**src/rtl/fifo_arb_pkg.sv**
```systemverilog
// Shared types and helpers for the FIFO drain arbiter: FSM state encoding and
// the bit-width helper used to size counters and channel indices.
package fifo_arb_pkg;

  typedef enum logic [1:0] {
    IDLE = 2'd0,
    READ = 2'd1,
    GAP  = 2'd2
  } arb_state_e;

  // Number of bits needed to represent 'value' (0 -> 0, 1 -> 1, 3 -> 2, 4 -> 3).
  function automatic int clogb2(input int value);
    int n;
    n = 0;
    for (int v = value; v > 0; v = v >> 1) begin
      n++;
    end
    return n;
  endfunction

endpackage

```
**src/rtl/fifo_drain_arbiter_if.sv**
```systemverilog
// Stream bus carrying drained FIFO words from the arbiter to the shared
// readout path.
interface fifo_drain_arbiter_if #(
  parameter int DATA_WIDTH = 64,
  parameter int USER_WIDTH = 2
);
  import fifo_arb_pkg::*;

  // A beat transfers on a rising edge where tvalid and tready are both high.
  // Once tvalid is raised, tdata/tuser/tlast hold steady and tvalid stays high
  // until that transfer; tready may change freely and never gates tvalid.
  logic [DATA_WIDTH-1:0] tdata;
  logic                  tvalid;
  logic                  tready;
  logic                  tlast;
  logic [USER_WIDTH-1:0] tuser;

  modport master (
    output tdata,
    output tvalid,
    input  tready,
    output tlast,
    output tuser
  );

  modport slave (
    input  tdata,
    input  tvalid,
    output tready,
    input  tlast,
    input  tuser
  );

endinterface

```
**src/rtl/rr_pick.sv**
```systemverilog
// Round-robin picker: first set request at or above ptr, wrapping modulo
// CH_NUM. Purely combinational.
module rr_pick
  import fifo_arb_pkg::*;
#(
  parameter int CH_NUM = 4,
  parameter int CH_W   = 2
) (
  input  logic [CH_NUM-1:0] req,
  input  logic [CH_W-1:0]   ptr,
  output logic              found,
  output logic [CH_W-1:0]   idx
);

  logic [CH_NUM-1:0] rot;
  int                sel;

  // Rotate so ptr lands on bit 0, take the lowest set bit, rotate back.
  always_comb begin
    rot = '0;
    sel = 0;
    for (int i = 0; i < CH_NUM; i++) begin
      rot[i] = req[(i + int'(ptr)) % CH_NUM];
    end
    for (int i = CH_NUM - 1; i >= 0; i--) begin
      if (rot[i]) begin
        sel = i;
      end
    end
    found = |req;
    idx   = CH_W'((sel + int'(ptr)) % CH_NUM);
  end

endmodule

```
**src/rtl/fifo_drain_arbiter.sv**
```systemverilog
// Drains CH_NUM FWFT channel FIFOs into one stream, one bounded burst at a
// time, round-robin with priority for channels reporting programmable-full.
module fifo_drain_arbiter
  import fifo_arb_pkg::*;
#(
  parameter int  CH_NUM     = 4,
  parameter int  DATA_WIDTH = 64,
  parameter int  MAX_BURST  = 16,
  localparam int CH_W       = (clogb2(CH_NUM - 1) > 1) ? clogb2(CH_NUM - 1) : 1,
  localparam int CNT_W      = clogb2(MAX_BURST + 1)
) (
  input  logic                         CLK,
  input  logic                         RESETN,
  input  logic                         ENABLE,
  input  logic [CH_NUM-1:0]            FIFO_NOT_EMPTY,
  input  logic [CH_NUM-1:0]            FIFO_PROG_FULL,
  input  logic [CH_NUM*DATA_WIDTH-1:0] FIFO_DOUT,
  output logic [CH_NUM-1:0]            FIFO_RE,
  fifo_drain_arbiter_if.master         m_axis,
  output logic                         BUSY,
  output arb_state_e                   DBG_STATE,
  output logic [CH_W-1:0]              DBG_RR_PTR
);

  arb_state_e            state_q, state_d;
  logic [CH_W-1:0]       gnt_q;
  logic [CH_W-1:0]       rr_ptr_q;
  logic [CNT_W-1:0]      beat_cnt_q;
  logic [DATA_WIDTH-1:0] hold_q;

  logic [DATA_WIDTH-1:0] tdata_q;
  logic [CH_W-1:0]       tuser_q;
  logic                  tlast_q;
  logic                  tvalid_q;

  logic [CH_NUM-1:0]     pf_req;
  logic                  pf_found, ne_found;
  logic [CH_W-1:0]       pf_idx, ne_idx, pick_idx;

  logic                  grant_ld, read_ld, out_ld, last, out_free;

  // Full channels are picked from their own ring so they preempt the rest.
  assign pf_req = FIFO_NOT_EMPTY & FIFO_PROG_FULL;

  rr_pick #(.CH_NUM(CH_NUM), .CH_W(CH_W)) u_pick_pf (
    .req   (pf_req),
    .ptr   (rr_ptr_q),
    .found (pf_found),
    .idx   (pf_idx)
  );

  rr_pick #(.CH_NUM(CH_NUM), .CH_W(CH_W)) u_pick_ne (
    .req   (FIFO_NOT_EMPTY),
    .ptr   (rr_ptr_q),
    .found (ne_found),
    .idx   (ne_idx)
  );

  assign pick_idx = pf_found ? pf_idx : ne_idx;
  assign out_free = !tvalid_q || m_axis.tready;

  always_comb begin
    state_d  = state_q;
    grant_ld = 1'b0;
    read_ld  = 1'b0;
    out_ld   = 1'b0;
    last     = 1'b0;
    case (state_q)
      IDLE: begin
        if (ENABLE && ne_found) begin
          grant_ld = 1'b1;
          state_d  = READ;
        end
      end
      READ: begin
        read_ld = 1'b1;
        state_d = GAP;
      end
      GAP: begin
        // NOT_EMPTY has caught up with the read issued in READ by now.
        last = (beat_cnt_q == CNT_W'(MAX_BURST)) || !FIFO_NOT_EMPTY[gnt_q];
        if (out_free) begin
          out_ld  = 1'b1;
          state_d = last ? IDLE : READ;
        end
      end
      default: state_d = IDLE;
    endcase
  end

  always_ff @(posedge CLK or negedge RESETN) begin
    if (!RESETN) begin
      state_q    <= IDLE;
      gnt_q      <= '0;
      rr_ptr_q   <= '0;
      beat_cnt_q <= '0;
      hold_q     <= '0;
    end else begin
      state_q <= state_d;
      if (grant_ld) begin
        gnt_q      <= pick_idx;
        beat_cnt_q <= '0;
      end
      if (read_ld) begin
        hold_q     <= FIFO_DOUT[int'(gnt_q)*DATA_WIDTH +: DATA_WIDTH];
        beat_cnt_q <= beat_cnt_q + CNT_W'(1);
      end
      if (out_ld && last) begin
        rr_ptr_q <= (gnt_q == CH_W'(CH_NUM - 1)) ? '0 : gnt_q + CH_W'(1);
      end
    end
  end

  // Output register: reloads from hold_q, otherwise drops valid once taken.
  always_ff @(posedge CLK or negedge RESETN) begin
    if (!RESETN) begin
      tdata_q  <= '0;
      tuser_q  <= '0;
      tlast_q  <= 1'b0;
      tvalid_q <= 1'b0;
    end else if (out_ld) begin
      tdata_q  <= hold_q;
      tuser_q  <= gnt_q;
      tlast_q  <= last;
      tvalid_q <= 1'b1;
    end else if (m_axis.tready) begin
      tvalid_q <= 1'b0;
    end
  end

  always_comb begin
    FIFO_RE = '0;
    if (state_q == READ) begin
      FIFO_RE[gnt_q] = 1'b1;
    end
  end

  assign m_axis.tdata  = tdata_q;
  assign m_axis.tuser  = tuser_q;
  assign m_axis.tlast  = tlast_q;
  assign m_axis.tvalid = tvalid_q;

  assign BUSY       = (state_q != IDLE);
  assign DBG_STATE  = state_q;
  assign DBG_RR_PTR = rr_ptr_q;

endmodule
```
**src/flat_wrapper.sv**
```systemverilog
// flat-port wrapper written by rule: the top's interface ports become plain ports
module fifo_drain_arbiter_flat import fifo_arb_pkg::*;
#(
  parameter int  CH_NUM     = 4,
  parameter int  DATA_WIDTH = 64,
  parameter int  MAX_BURST  = 16,
  localparam int CH_W       = (clogb2(CH_NUM - 1) > 1) ? clogb2(CH_NUM - 1) : 1,
  localparam int CNT_W      = clogb2(MAX_BURST + 1)
)
  (CLK, RESETN, ENABLE, FIFO_NOT_EMPTY, FIFO_PROG_FULL, FIFO_DOUT, FIFO_RE, BUSY, DBG_STATE, DBG_RR_PTR, m_axis_tdata, m_axis_tvalid, m_axis_tready, m_axis_tlast, m_axis_tuser);
  fifo_drain_arbiter_if #(.DATA_WIDTH(DATA_WIDTH)) m_axis_i ();
  input  logic CLK;
  input  logic RESETN;
  input  logic ENABLE;
  input  logic [CH_NUM-1:0] FIFO_NOT_EMPTY;
  input  logic [CH_NUM-1:0] FIFO_PROG_FULL;
  input  logic [CH_NUM*DATA_WIDTH-1:0] FIFO_DOUT;
  output logic [CH_NUM-1:0] FIFO_RE;
  output logic BUSY;
  output arb_state_e DBG_STATE;
  output logic [CH_W-1:0] DBG_RR_PTR;
  output wire logic [$bits(m_axis_i.tdata)-1:0] m_axis_tdata;
  output wire logic [$bits(m_axis_i.tvalid)-1:0] m_axis_tvalid;
  input wire logic [$bits(m_axis_i.tready)-1:0] m_axis_tready;
  output wire logic [$bits(m_axis_i.tlast)-1:0] m_axis_tlast;
  output wire logic [$bits(m_axis_i.tuser)-1:0] m_axis_tuser;
  assign m_axis_tdata = m_axis_i.tdata;
  assign m_axis_tvalid = m_axis_i.tvalid;
  assign m_axis_i.tready = m_axis_tready;
  assign m_axis_tlast = m_axis_i.tlast;
  assign m_axis_tuser = m_axis_i.tuser;
  fifo_drain_arbiter #(.CH_NUM(CH_NUM), .DATA_WIDTH(DATA_WIDTH), .MAX_BURST(MAX_BURST)) u_core (.CLK(CLK), .RESETN(RESETN), .ENABLE(ENABLE), .FIFO_NOT_EMPTY(FIFO_NOT_EMPTY), .FIFO_PROG_FULL(FIFO_PROG_FULL), .FIFO_DOUT(FIFO_DOUT), .FIFO_RE(FIFO_RE), .m_axis(m_axis_i), .BUSY(BUSY), .DBG_STATE(DBG_STATE), .DBG_RR_PTR(DBG_RR_PTR));
endmodule
```
**config.mk**
```make
export PLATFORM = sky130hd
export DESIGN_NAME = fifo_drain_arbiter_flat
export DESIGN_NICKNAME = d
export VERILOG_FILES = /design/src/rtl/fifo_arb_pkg.sv /design/src/rtl/fifo_drain_arbiter_if.sv /design/src/rtl/rr_pick.sv /design/src/rtl/fifo_drain_arbiter.sv /design/src/flat_wrapper.sv
export SDC_FILE = /design/constraint.sdc
export NUM_CORES = 1
export LEC_CHECK = 0
export BUFFER_PORTS_ARGS = -buffer_cell sky130_fd_sc_hd__clkbuf_2
export CORE_ASPECT_RATIO = 0.8
export CORE_UTILIZATION = 35
export CTS_BUF_LIST = sky130_fd_sc_hd__clkbuf_16
export DETAILED_ROUTE_END_ITERATION = 12
export PLACE_DENSITY = 0.75
export SYNTH_ARGS = -nofsm -noshare
export SYNTH_HDL_FRONTEND = slang
export SYNTH_SLANG_ARGS = --single-unit
export TNS_END_PERCENT = 10
```
**constraint.sdc**
```tcl
create_clock -name CLK -period 3.8 [get_ports CLK]
set_input_delay 0.76 -clock CLK [delete_from_list [all_inputs] [get_ports CLK]]
set_output_delay 0.76 -clock CLK [all_outputs]
set_load 0.005 [all_outputs]
```
==> out/summary.log <==
[run_status] outcome complete, no violations
[worst_setup_path] critical path startpoint category register
[synth] proportion of synthesized flip-flops having asynchronous set or reset 100%
[worst_setup_path] buffers plus inverters on the worst setup path 1
[sta] setup repair after global routing missed its margin no
[final_layout] count of nets after finishing 1210
[grt] number of antenna violations at the first check in global routing 0
[routing] DRC violations left 0
[placement] placed standard-cell area 0.00937 mm2
[clock_network] clock-pin slew reported for the worst setup and hold paths after clock tree synthesis 70 ps
[worst_setup_path] r2r worst-path depth 8
[sta] Fin Setup TNS 0 ps
[worst_setup_path] worst path required time 3040 ps
[final_layout] top library cells by usage in the layout, fill and taps aside 343 x sky130_fd_sc_hd__clkbuf_2, 205 x sky130_fd_sc_hd__nand2_1, 141 x sky130_fd_sc_hd__dfrtp_1
[final_layout] Final Util 48.1%
[routing] Routed WL 19.5 mm
[grt] pin count of the biggest net entering global routing 80
[clock_network] total clock sinks 143
[routing] total number of vias 6082
[final_layout] sequential cell area 0.00359 mm2
[worst_setup_path] critical register-to-register path endpoint u_core.gnt_q[1]
[grt] total routing usage reported by global routing 18.1%
[final_layout] ratio of cells with drive above 1 in the final layout 55.3%
[final_layout] antenna diode instance count 0
[routing] number of DRC violations after detailed-routing iteration 0 257
[routing] remaining number of nets flagged by the antenna check after routing 0
[sta] worst slew margin relative to its limit 41.4%
[final_layout] fillers 1947
[worst_setup_path] path type of the worst setup path register to output port
[die] vertical extent of the die 132 um
[worst_setup_path] endpoint type of the worst setup path output port
[sta] final period demand of the worst path 2700 ps
[die] area enclosed by the die boundary 0.0218 mm2
[clock_network] CTS Root Cell sky130_fd_sc_hd__clkbuf_16
[worst_setup_path] peak per-stage delay on the critical path 740 ps
[worst_setup_path] slack of the worst reg-to-reg path 1330 ps
[worst_setup_path] worst flop-to-flop path startpoint u_core.DBG_RR_PTR[1]
[placement] routability-driven placement congestion ratio 0.761
[synth] flops & latches, synth 143
[grt] via count of the first global-routing pass 6286
[clock_network] post-cts sizing count 0
[routing] post-DR vias/cell 5.00
[synth] sequential share of the synthesized area 48.2%
[synth] Unique masters post-synth 44
[synth] warnings from Yosys 0
[placement] worst slack at placement 1120 ps
[worst_setup_path] crit path cell chain nor2b_4, and2_1, clkbuf_2
[final_layout] most frequent standard cell in the layout excluding fill and tap cells sky130_fd_sc_hd__clkbuf_2
[clock_network] CTS buffer count 17
[synth] post-synthesis average cell area 12.1 um2
[placement] PortBufs 344
[sta] final count of pins violating max slew 0
[final_layout] area of all placed cells without fillers 0.00996 mm2
[sta] highest clock rate 370 MHz
[clock_network] Clock H-tree levels 4
[worst_setup_path] CP max-delay cell sky130_fd_sc_hd__nor2b_4
[sta] Final Hold Viols 0
[synth] EDFF count, synth 0
[power] Pwr Density 781 mW/mm2
[sta] Setup Viol. Count Final 0
[die] starting density of the core 35.8%
[routing] DR WL/cell 16.1 um
[routing] first drt pass iteration count 4
[clock_network] post-CTS setup buffers 0
[worst_setup_path] maximum net fanout on the critical path 36
[power] largest vdd supply drop 0.424 mV
[sta] final period utilization 71.1%
[worst_setup_path] kind of cell with the highest combined delay on the critical path simple AND/OR/NAND/NOR gates
[synth] dominant synthesized flop cell sky130_fd_sc_hd__dfrtp_1
[synth] area of the mapped netlist 0.00742 mm2
[sta] transition time at the pin with the least slew margin 880 ps
[grt] first-pass GRT wire length 30.7 mm
[clock_network] worst skew pair latency 420 ps
[sta] final worst clock skew 8.64 ps
[clock_network] Max Root-Sink Buffers 2
[final_layout] multi-input logic area 0.00365 mm2
[flow_run] max cap viols 0
[die] number of standard-cell rows in the floorplan 47
[die] Die Width 165 um
[die] top-level I/O count 345
[grt] leftover overflow at the end of global routing 0
[clock_network] number of hold-repair buffers added at the cts stage 0
[synth] Synthesized Nets 888
[final_layout] Syn-to-layout area delta 34.3%
[sta] setup ws final 1100 ps
[die] placeable core area 0.0207 mm2
[placement] post-DP HPWL 14.5 mm
[clock_network] TritonCTS clock tree done
[min_path] Hold Crit Class primary input to asynchronous set/reset pin
[worst_setup_path] crit path DAT 1940 ps
[power] leakage power summed over all cells 5.10 nW
[synth] synthesized netlist cell count 613
## routing by layer
| layer | vias to the layer above | routed length, um | track usage, % | part of all wire [%] |
|---|---|---|---|---|
| met1 | 3015 | 7860 | 21.6 | 40 |
| met3 | 19 | 1350 | 4.34 | 6.9 |
| met4 | 0 | 281 | 5.45 | 1.4 |
| met5 | - | 0 | 0 | 0 |
| li1 | 2825 | - | - | - |
| met2 | 223 | 10100 | 32.1 | 51 |
## metrics by stage
step           cells  total power, mW  hold slack, ps
4_1_cts         1217             7.90             386
3_5_place_dp    1185             6.20             459
3_3_place_gp    1185             6.07             453
5_1_grt         1217             8.38             427
2_1_floorplan    613             5.05             442
6_report        1217             7.78             371
## logic make-up (layout without fill, tap and decap cells)
family | count (synthesis) | after routing | share of synthesized area [%]
XOR/XNOR | 3 | 3 | 0.354
multiplexers | 134 | 134 | 30.3
AO/OA/AOI/OAI | 34 | 34 | 3.26
buffers and inverters | 51 | 386 | 2.83
adder cells (fa/ha/maj) | 7 | 7 | 1.18
flip-flops | 143 | 143 | 48.2
AND/OR/NAND/NOR | 241 | 241 | 13.8
## final cells by class
type / instances / share of cell area (%)
clock buffers: 17 / 4.27
flip-flops and latches: 143 / 36.0
clock inverters: 15 / 1.66
multi-input cells: 419 / 36.6
inverters: 4 / 0.151
repair buffers: 350 / 17.9
well taps: 269 / 3.38
## worst max path at each step
stage | from | cells past startpoint | slack [ps] | to
floorplan | FIFO_NOT_EMPTY[0] | 10 | 1430 | u_core.gnt_q[1]
global placement | FIFO_NOT_EMPTY[3] | 9 | 1230 | u_core.gnt_q[1]
detailed placement | FIFO_NOT_EMPTY[3] | 9 | 1120 | u_core.gnt_q[1]
CTS | u_core.DBG_STATE[0] | 3 | 1040 | FIFO_RE[3]
global route | u_core.DBG_STATE[0] | 3 | 910 | FIFO_RE[0]
finish | u_core.DBG_STATE[0] | 3 | 1100 | FIFO_RE[0]
## synthesized netlist by cell type, drive strengths merged (2+ instances only)
master,instances,share of area [%]
nor2,2,0.10
ha,7,1.2
mux4,66,20
nand4b,2,0.24
a21oi,6,0.40
nand2,205,10
a31oi,2,0.17
a32o,3,0.40
mux2,67,10
nand3,9,0.67
o21ai,7,0.47
buf,20,1.3
dfrtp,143,48
xor2,3,0.35
and2,5,0.42
a22o,5,0.59
nand2b,7,0.59
nor2b,2,0.17
inv,4,0.20
clkbuf,27,1.4
## registers in the layout, indices dropped and copies added (netlist names)
register              flops
u_core.DBG_STATE          2
u_core.m_axis.tdata      64
u_core.DBG_RR_PTR         2
u_core.gnt_q              2
u_core.hold_q            64
u_core.beat_cnt_q         5
u_core.m_axis.tuser       2
u_core.m_axis.tlast       1
u_core.m_axis.tvalid      1
## report_power, final
group	switching [mW]	total [mW]	internal [mW]
Clock	0.721	1.66	0.936
Sequential	0.565	2.84	2.27
Combinational	1.52	3.29	1.76
Total	2.81	7.78	4.97
No activity file was read; power rests on OpenSTA's default activity.
